[src/rtl/uart_rx_os.sv]
// uart_rx_os: 16x-oversampling 8N1 UART receiver.
// A 2-FF synchronizer feeds a free-running tick divider and a five-state
// framing FSM. rx_int is a busy flag that rises once the start bit is
// confirmed at mid-bit and falls together with the rx_valid pulse (good
// frame) or the frame_err pulse (stop bit low).
module uart_rx_os #(
   parameter int CLK_HZ = 50000000,
   parameter int BAUD   = 9600,
   parameter int OS     = 16,
   parameter int DIV    = CLK_HZ / (BAUD * OS)
) (
   input  logic       clk_in,
   input  logic       rst,
   input  logic       uRx,
   output logic [7:0] rx_data,
   output logic       rx_int,
   output logic       rx_valid,
   output logic       frame_err
);

   localparam int DIV_W = (DIV > 1) ? $clog2(DIV) : 1;
   localparam int OS_W  = $clog2(OS);

   localparam logic [DIV_W-1:0] DIV_LAST = DIV_W'(DIV - 1);
   localparam logic [OS_W-1:0]  OS_LAST  = OS_W'(OS - 1);
   localparam logic [OS_W-1:0]  OS_MID   = OS_W'(OS / 2 - 1);

   typedef enum logic [2:0] {
      S_IDLE,
      S_START,
      S_DATA,
      S_STOP,
      S_WAIT_IDLE
   } state_t;

   state_t           state_q, state_d;
   logic             sync1_q, sync1_d;
   logic             s_rx_q, s_rx_d;
   logic [DIV_W-1:0] div_cnt_q, div_cnt_d;
   logic [OS_W-1:0]  os_cnt_q, os_cnt_d;
   logic [2:0]       bit_cnt_q, bit_cnt_d;
   logic [7:0]       shift_q, shift_d;
   logic [7:0]       rx_data_q, rx_data_d;
   logic             rx_int_q, rx_int_d;
   logic             rx_valid_q, rx_valid_d;
   logic             frame_err_q, frame_err_d;
   logic             tick;
   logic             start_edge;

   // Synchronizer next values: uRx is asynchronous, so it passes two flops
   // before any decision looks at it.
   always_comb begin
      sync1_d = uRx;
      s_rx_d  = sync1_q;
   end

   // Oversample tick divider. It is re-zeroed on the detected start edge so
   // that every later sample lands a fixed number of ticks from that edge.
   always_comb begin
      tick       = (div_cnt_q == DIV_LAST);
      start_edge = (state_q == S_IDLE) && !s_rx_q;
      div_cnt_d  = tick ? '0 : div_cnt_q + 1'b1;
      if (start_edge) begin
         div_cnt_d = '0;
      end
   end

   // Framing FSM: next state, counters, shift register and output pulses.
   always_comb begin
      state_d     = state_q;
      os_cnt_d    = os_cnt_q;
      bit_cnt_d   = bit_cnt_q;
      shift_d     = shift_q;
      rx_data_d   = rx_data_q;
      rx_int_d    = rx_int_q;
      rx_valid_d  = 1'b0;
      frame_err_d = 1'b0;

      unique case (state_q)
         S_IDLE: begin
            os_cnt_d = '0;
            if (!s_rx_q) begin
               state_d = S_START;
            end
         end

         // Re-check the line half a bit after the edge; a high sample means
         // the edge was a glitch and nothing is reported.
         S_START: begin
            if (tick) begin
               if (os_cnt_q == OS_MID) begin
                  os_cnt_d = '0;
                  if (!s_rx_q) begin
                     rx_int_d  = 1'b1;
                     bit_cnt_d = '0;
                     state_d   = S_DATA;
                  end else begin
                     state_d = S_IDLE;
                  end
               end else begin
                  os_cnt_d = os_cnt_q + 1'b1;
               end
            end
         end

         // One sample per bit, a full bit period after the previous one,
         // i.e. at the middle of each data bit. LSB arrives first.
         S_DATA: begin
            if (tick) begin
               if (os_cnt_q == OS_LAST) begin
                  os_cnt_d  = '0;
                  shift_d   = {s_rx_q, shift_q[7:1]};
                  bit_cnt_d = bit_cnt_q + 3'd1;
                  if (bit_cnt_q == 3'd7) begin
                     state_d = S_STOP;
                  end
               end else begin
                  os_cnt_d = os_cnt_q + 1'b1;
               end
            end
         end

         // Mid stop bit: commit the byte or flag a framing error. Leaving at
         // mid-bit gives half a bit of slack to catch a back-to-back start.
         S_STOP: begin
            if (tick) begin
               if (os_cnt_q == OS_LAST) begin
                  os_cnt_d = '0;
                  rx_int_d = 1'b0;
                  if (s_rx_q) begin
                     rx_data_d  = shift_q;
                     rx_valid_d = 1'b1;
                     state_d    = S_IDLE;
                  end else begin
                     frame_err_d = 1'b1;
                     state_d     = S_WAIT_IDLE;
                  end
               end else begin
                  os_cnt_d = os_cnt_q + 1'b1;
               end
            end
         end

         // Break or stuck-low line: ignore everything until it returns high.
         S_WAIT_IDLE: begin
            if (s_rx_q) begin
               state_d = S_IDLE;
            end
         end

         default: begin
            state_d = S_IDLE;
         end
      endcase
   end

   // State and datapath registers; reset aborts any frame in flight.
   always_ff @(posedge clk_in or posedge rst) begin
      if (rst) begin
         sync1_q     <= 1'b1;
         s_rx_q      <= 1'b1;
         state_q     <= S_IDLE;
         div_cnt_q   <= '0;
         os_cnt_q    <= '0;
         bit_cnt_q   <= '0;
         shift_q     <= '0;
         rx_data_q   <= '0;
         rx_int_q    <= 1'b0;
         rx_valid_q  <= 1'b0;
         frame_err_q <= 1'b0;
      end else begin
         sync1_q     <= sync1_d;
         s_rx_q      <= s_rx_d;
         state_q     <= state_d;
         div_cnt_q   <= div_cnt_d;
         os_cnt_q    <= os_cnt_d;
         bit_cnt_q   <= bit_cnt_d;
         shift_q     <= shift_d;
         rx_data_q   <= rx_data_d;
         rx_int_q    <= rx_int_d;
         rx_valid_q  <= rx_valid_d;
         frame_err_q <= frame_err_d;
      end
   end

   assign rx_data   = rx_data_q;
   assign rx_int    = rx_int_q;
   assign rx_valid  = rx_valid_q;
   assign frame_err = frame_err_q;

endmodule

[config.mk]
export PLATFORM = sky130hd
export DESIGN_NAME = uart_rx_os
export DESIGN_NICKNAME = d
export VERILOG_FILES = /design/src/rtl/uart_rx_os.sv
export SDC_FILE = /design/constraint.sdc
export NUM_CORES = 1
export LEC_CHECK = 0
export CAP_MARGIN = 15
export CORE_UTILIZATION = 35
export DETAILED_ROUTE_END_ITERATION = 16
export SETUP_SLACK_MARGIN = 0.5
export SYNTH_ARGS = -nofsm -noshare
export SYNTH_HDL_FRONTEND = slang
export SYNTH_SLANG_ARGS = --single-unit
[constraint.sdc]
create_clock -name clk_in -period 3.9 [get_ports clk_in]
set_clock_uncertainty 0.15 [all_clocks]
set_input_delay 0.78 -clock clk_in [delete_from_list [all_inputs] [get_ports clk_in]]
set_output_delay 0.78 -clock clk_in [all_outputs]
set_load 0.03 [all_outputs]
# Word level (Yosys, flattened, before mapping)
# Cells that the tools add are included.
[totals] ff_bits=40 out_inout_bits=11
[classes] n_reduce_logical=13 add_sub_neg=3 mux=39 eq_ne=19
[ops] op="$mux 3" n=15
[ops] op="$ne 2x2->1 const B" n=10
[ops] op="$mux 9" n=2
[ops] op="$mux 4" n=4
[ops] op="$pmux 3 s5" n=1
[ops] op="$mux 1" n=13
[ops] op="$pmux 4 s3" n=1
[ops] op="$reduce_and 6->1" n=2
[ops] op="$add 9x1->9 const B" n=1
[ops] op="$eq 9x9->1 const B" n=1
[ops] op="$reduce_and 9->1" n=1
[ops] op="$eq 3x2->1 const B" n=2
[ops] op="$eq 3x3->1 const B" n=2
[ops] op="$pmux 3 s2" n=1
[ops] op="$reduce_and 3->1" n=2
[ops] op="$add 4x1->4 const B" n=1
[ops] op="$eq 4x3->1 const B" n=1
[ops] op="$eq 4x4->1 const B" n=1
[ops] op="$reduce_and 4->1" n=1
[ops] op="$reduce_bool 2->1" n=2
[ops] op="$add 3x1->3 const B" n=1
[ops] op="$eq 3x1->1 const B" n=1
[ops] op="$logic_not 3->1" n=1
[ops] op="$reduce_bool 3->1" n=1
[ops] op="6 further kinds" n=6

# Logic depth before layout (Yosys ltp)
[logic_depth] ltp_word=5 depth_mapped=8

# Worst setup path before layout
# No wires, ideal clock.
[synth_path] kind="register -> register" from="register div_cnt_q[0]" to="register shift_q[0]" path_slack_ps=1987 n_path_buf=1 t_arrival_ps=1639 path_stages_with_launch=8 required_time_ps=3625 period_less_slack_ps=1913 cell_sequence="dfrtp_1 -> inv_1 -> ha_1 -> and4b_2 -> and2_2 -> buf_4 -> nand3_2 -> mux2_2"
[synth_via] elab_chain_cells=2
[synth_lines] item="from (decl)" line="39" text="logic [DIV_W-1:0] div_cnt_q, div_cnt_d;"
[synth_lines] item="from (signal assigned)" line="175" text="div_cnt_q <= div_cnt_d;"
[synth_lines] item="$eq 9x9->1" line="60" text="tick = (div_cnt_q == DIV_LAST);"
[synth_lines] item="$reduce_and 3->1 (no source line)"
[synth_lines] item="to (signal assigned)" line="178" text="shift_q <= shift_d;"
[synth_lines] item="to (decl)" line="42" text="logic [7:0] shift_q, shift_d;"
# No other way between the ends.
# A chain may end at the register's enable or synchronous reset.

# Final worst setup path
[layout_path] from="register rx_int_q, in the netlist rx_int" to="output rx_int"
[layout_rtl] item="from (decl)" line="44" text="logic rx_int_q, rx_int_d;"
[layout_rtl] item="from (signal assigned)" line="180" text="rx_int_q <= rx_int_d;"
[layout_rtl] item="to (decl)" line="16" text="output logic rx_int,"
# No word-level cell between the ends.

==> results by group <==
Logic synthesis
  – Synth top area share: 0.4945
  – Most used DFF post-synth: dfrtp_1
  – Avg Cell Area, Syn: 11.25 µm²
  – Warnings from Yosys: 0
  – Count leader, synth: dfrtp_1
  – Area contributors post-synth: dfrtp_1 49%, mux2_2 10%, nor2_1 3.9%
  – Post-synth EDFFs: 0
  – Yosys cell types: 45
  – FF+latch count, synth: 40
  – Syn nets: 179
  – Commonest cells post-synth: 38 x dfrtp_1, 20 x nor2_1, 17 x mux2_2
  – Gate count of the mapped netlist: 171
  – Synth Cell Area: a little under 2000 µm²
  – Top cell type by total area after synthesis: dfrtp_1
  – Post-synthesis sequential area ratio: 0.5218
  – Ys async rst share: 1.000

Die
  – Die X: roughly 76 µm
  – Core area: 5205 µm²
  – Die footprint: just under 6000 µm²
  – Core Rows: 26
  – I/O pins: 14
  – Starting Density: 0.3695
  – Die height: 76.13 µm

Clocking
  – TritonCTS Buffers: 5
  – Root Driver: clkbuf_8
  – CTS tree: done
  – Htree depth: 2
  – CTS clk-pin slew, worst paths: roughly 0.08 ns
  – Post-CTS Hold Buffers: 0
  – Clk buf depth: 2
  – Worst-Skew Late Latency: 0.29 ns
  – Post-CTS sizing: 0
  – Buffer count from post-CTS setup fixing: 0
  – Clock sink count: 40

Setup path
  – CP Cell Sequence: clkdlybuf4s50_1
  – Cell family contributing the most delay on the critical path: buffers and inverters
  – Worst Path Required: 2.97 ns
  – Startpoint type of the worst setup path: register
  – CP bufs+invs: 1
  – CP max FO: 2
  – Crit-path slowest cell: clkdlybuf4s50_1
  – Max incr delay on CP: around 0.68 ns
  – CP Class: reg -> out
  – CP arrival: about 1.3 ns
  – CP endpoint kind: output pin

Power and ir drop
  – Leakage: 0.9997 nW
  – Logic pwr share: 0.015
  – NetSw: 0.1610 mW
  – VDD IR-drop max: between 0.15 and 0.2 mV
  – Register share of total power: 0.540
  – Total Power: around 0.77 mW
  – Pwr/cell area: approximately 350 nW/µm²
  – P_int: a little over 0.6 mW
  – Switching Share: 0.2082
  – Clk network pwr share: 0.444

Timing
  – Rel. slew slack: 0.6668
  – Final Hold Fails: 0
  – Final setup viols: 0
  – Max-slew violation count: 0
  – Worst hold slack: 0.2101 ns
  – RSZ-0062 raised after global routing: no
  – Tcrit/Tclk final: 0.5759
  – Max Clk Rate: around 0.45 GHz
  – Setup TNS: 0 ns
  – Fin crit period: 2.246 ns
  – Least-Margin Pin Slew: 0.4998 ns

Placement
  – Port bufs: 13
  – Final GP Congestion: between 0.8 and 0.9
  – Final HPWL DP: ~2.2 mm
  – Cell Area, Placed: between 2000 and 2500 µm²

Global route
  – GRT Util Overall: 0.1279
  – Initial antenna violation count: 0
  – GRT overflow: 0
  – First-pass GRT wire length: approximately 5.9 mm
  – Largest net degree at the start of global routing: 41
  – Vias in the first global route: roughly 1300

Finish
  – Nets: between 150 and 200
  – Antenna cells: 0
  – Share of layout cells above drive strength 1: 0.2108
  – Area grow syn2layout: 15.35%
  – Post-route cell area: 2218 µm²
  – Layout fillers: around 520

Detailed routing
  – DR pass1 iterations: 4
  – WL final: roughly 3.2 mm
  – DRC viols: 0
  – DRT iter0 DRCs: 37
  – WL/cell: about 13 µm
  – Via count: 1221
  – Remaining antenna violation count: 0
  – Via/cell ratio: between 4 and 5

Run status
  – Status: completed

Min path
  – Hold Crit Class: reg -> reg

Flow run
  – Max-cap viol count: 0
[final cells by class]
type	count	area, µm²	area share
sequential	40	1003	0.4523
multi-input combinational	115	844.6	0.3807
timing repair buffer	14	137.6	0.06204
tap	70	87.58	0.03948
clock buffer	5	68.82	0.03102
clock inverter	3	46.29	0.02087
inverter	8	30.03	0.01354
[state kept, by name, indices dropped and copies added (netlist names)]
register and count:
div_cnt_q 9, s_rx_d 1, state_q 3, shift_q 8, os_cnt_q 4, rx_int 1, rx_valid 1, s_rx_q 1
frame_err 1, rx_data 8, bit_cnt_q 3
[layer usage]
| layer | GRT usage | vias to the layer above | wire [µm] |
|---|---|---|---|
| li1 | - | 617 | - |
| met5 | 0 | - | 0 |
| met2 | 0.1909 | 23 | 1393 |
| met4 | 0.04615 | 0 | 31 |
| met3 | 0.03952 | 5 | 135 |
| met1 | 0.1747 | 576 | 1647 |
[power groups by stage]
stage	clock [mW]	combinational (mW)	sequential, mW
6_report	0.344	0.0117	0.418
5_1_grt	0.375	0.0141	0.418
4_1_cts	0.361	0.0127	0.418
3_5_place_dp	0	0.0127	0.426
3_3_place_gp	0	0.0126	0.426
2_1_floorplan	0	0.00853	0.425
[logic make-up (layout without fill, tap and decap cells)]
| kind of cell | after synthesis | after routing | share of synthesized area |
|---|---|---|---|
| muxes | 21 | 21 | 0.1204 |
| xor gates and xnor gates | 7 | 7 | 0.03188 |
| DFF | 40 | 40 | 0.5218 |
| buffers and inverters | 16 | 30 | 0.03904 |
| AOI/OAI and AO/OA | 18 | 18 | 0.06247 |
| and+or+nand+nor | 64 | 64 | 0.1919 |
| adders and majority gates | 5 | 5 | 0.03253 |
[per-stage QoR]
stage / utilization / worst slack, ns / instances
2_1_floorplan: - / 1.987 / 171
3_5_place_dp: 0.4041 / 1.910 / 247
3_3_place_gp: 0.4041 / 1.919 / 247
6_report: 0.4262 / 1.654 / 255
5_1_grt: 0.4262 / 1.579 / 255
4_1_cts: 0.4262 / 1.629 / 255
[layout by cell type, fill, tap and decap left out, types with 2 or more instances in the layout]
| master | count |
|---|---|
| a21oi_1 | 6 |
| clkbuf_8 | 5 |
| clkdlybuf4s50_1 | 13 |
| dfrtp_1 | 38 |
| dfstp_2 | 2 |
| ha_1 | 5 |
| inv_1 | 8 |
| mux2_2 | 17 |
| mux2i_1 | 4 |
| nand2_1 | 11 |
| nand3_1 | 9 |
| nor2_1 | 20 |
| nor3_1 | 3 |
| nor3b_1 | 2 |
| nor4_1 | 2 |
| o21ai_0 | 3 |
| or2_2 | 2 |
| xnor2_1 | 5 |
| xor2_1 | 2 |
[worst paths after layout]
path / slack [ns] / to / start / cells after the start
worst max-delay path: 1.65 / rx_int / rx_int$_DFFE_PP0P_ / 1
worst min-delay path: 0.21 / s_rx_q$_DFF_PP1_ / s_rx_d$_DFF_PP1_ / 0
worst max register to register: 1.91 / shift_q[7]$_DFFE_PP0P_ / div_cnt_q[0]$_DFF_PP0_ / 6
worst min register to register: 0.21 / s_rx_q$_DFF_PP1_ / s_rx_d$_DFF_PP1_ / 0
max in group asynchronous: 2.49 / s_rx_q$_DFF_PP1_ / rst / 3
min in group asynchronous: 0.75 / rx_valid$_DFF_PP0_ / rst / 3
Note: power is estimated with default switching activity, not from simulation.
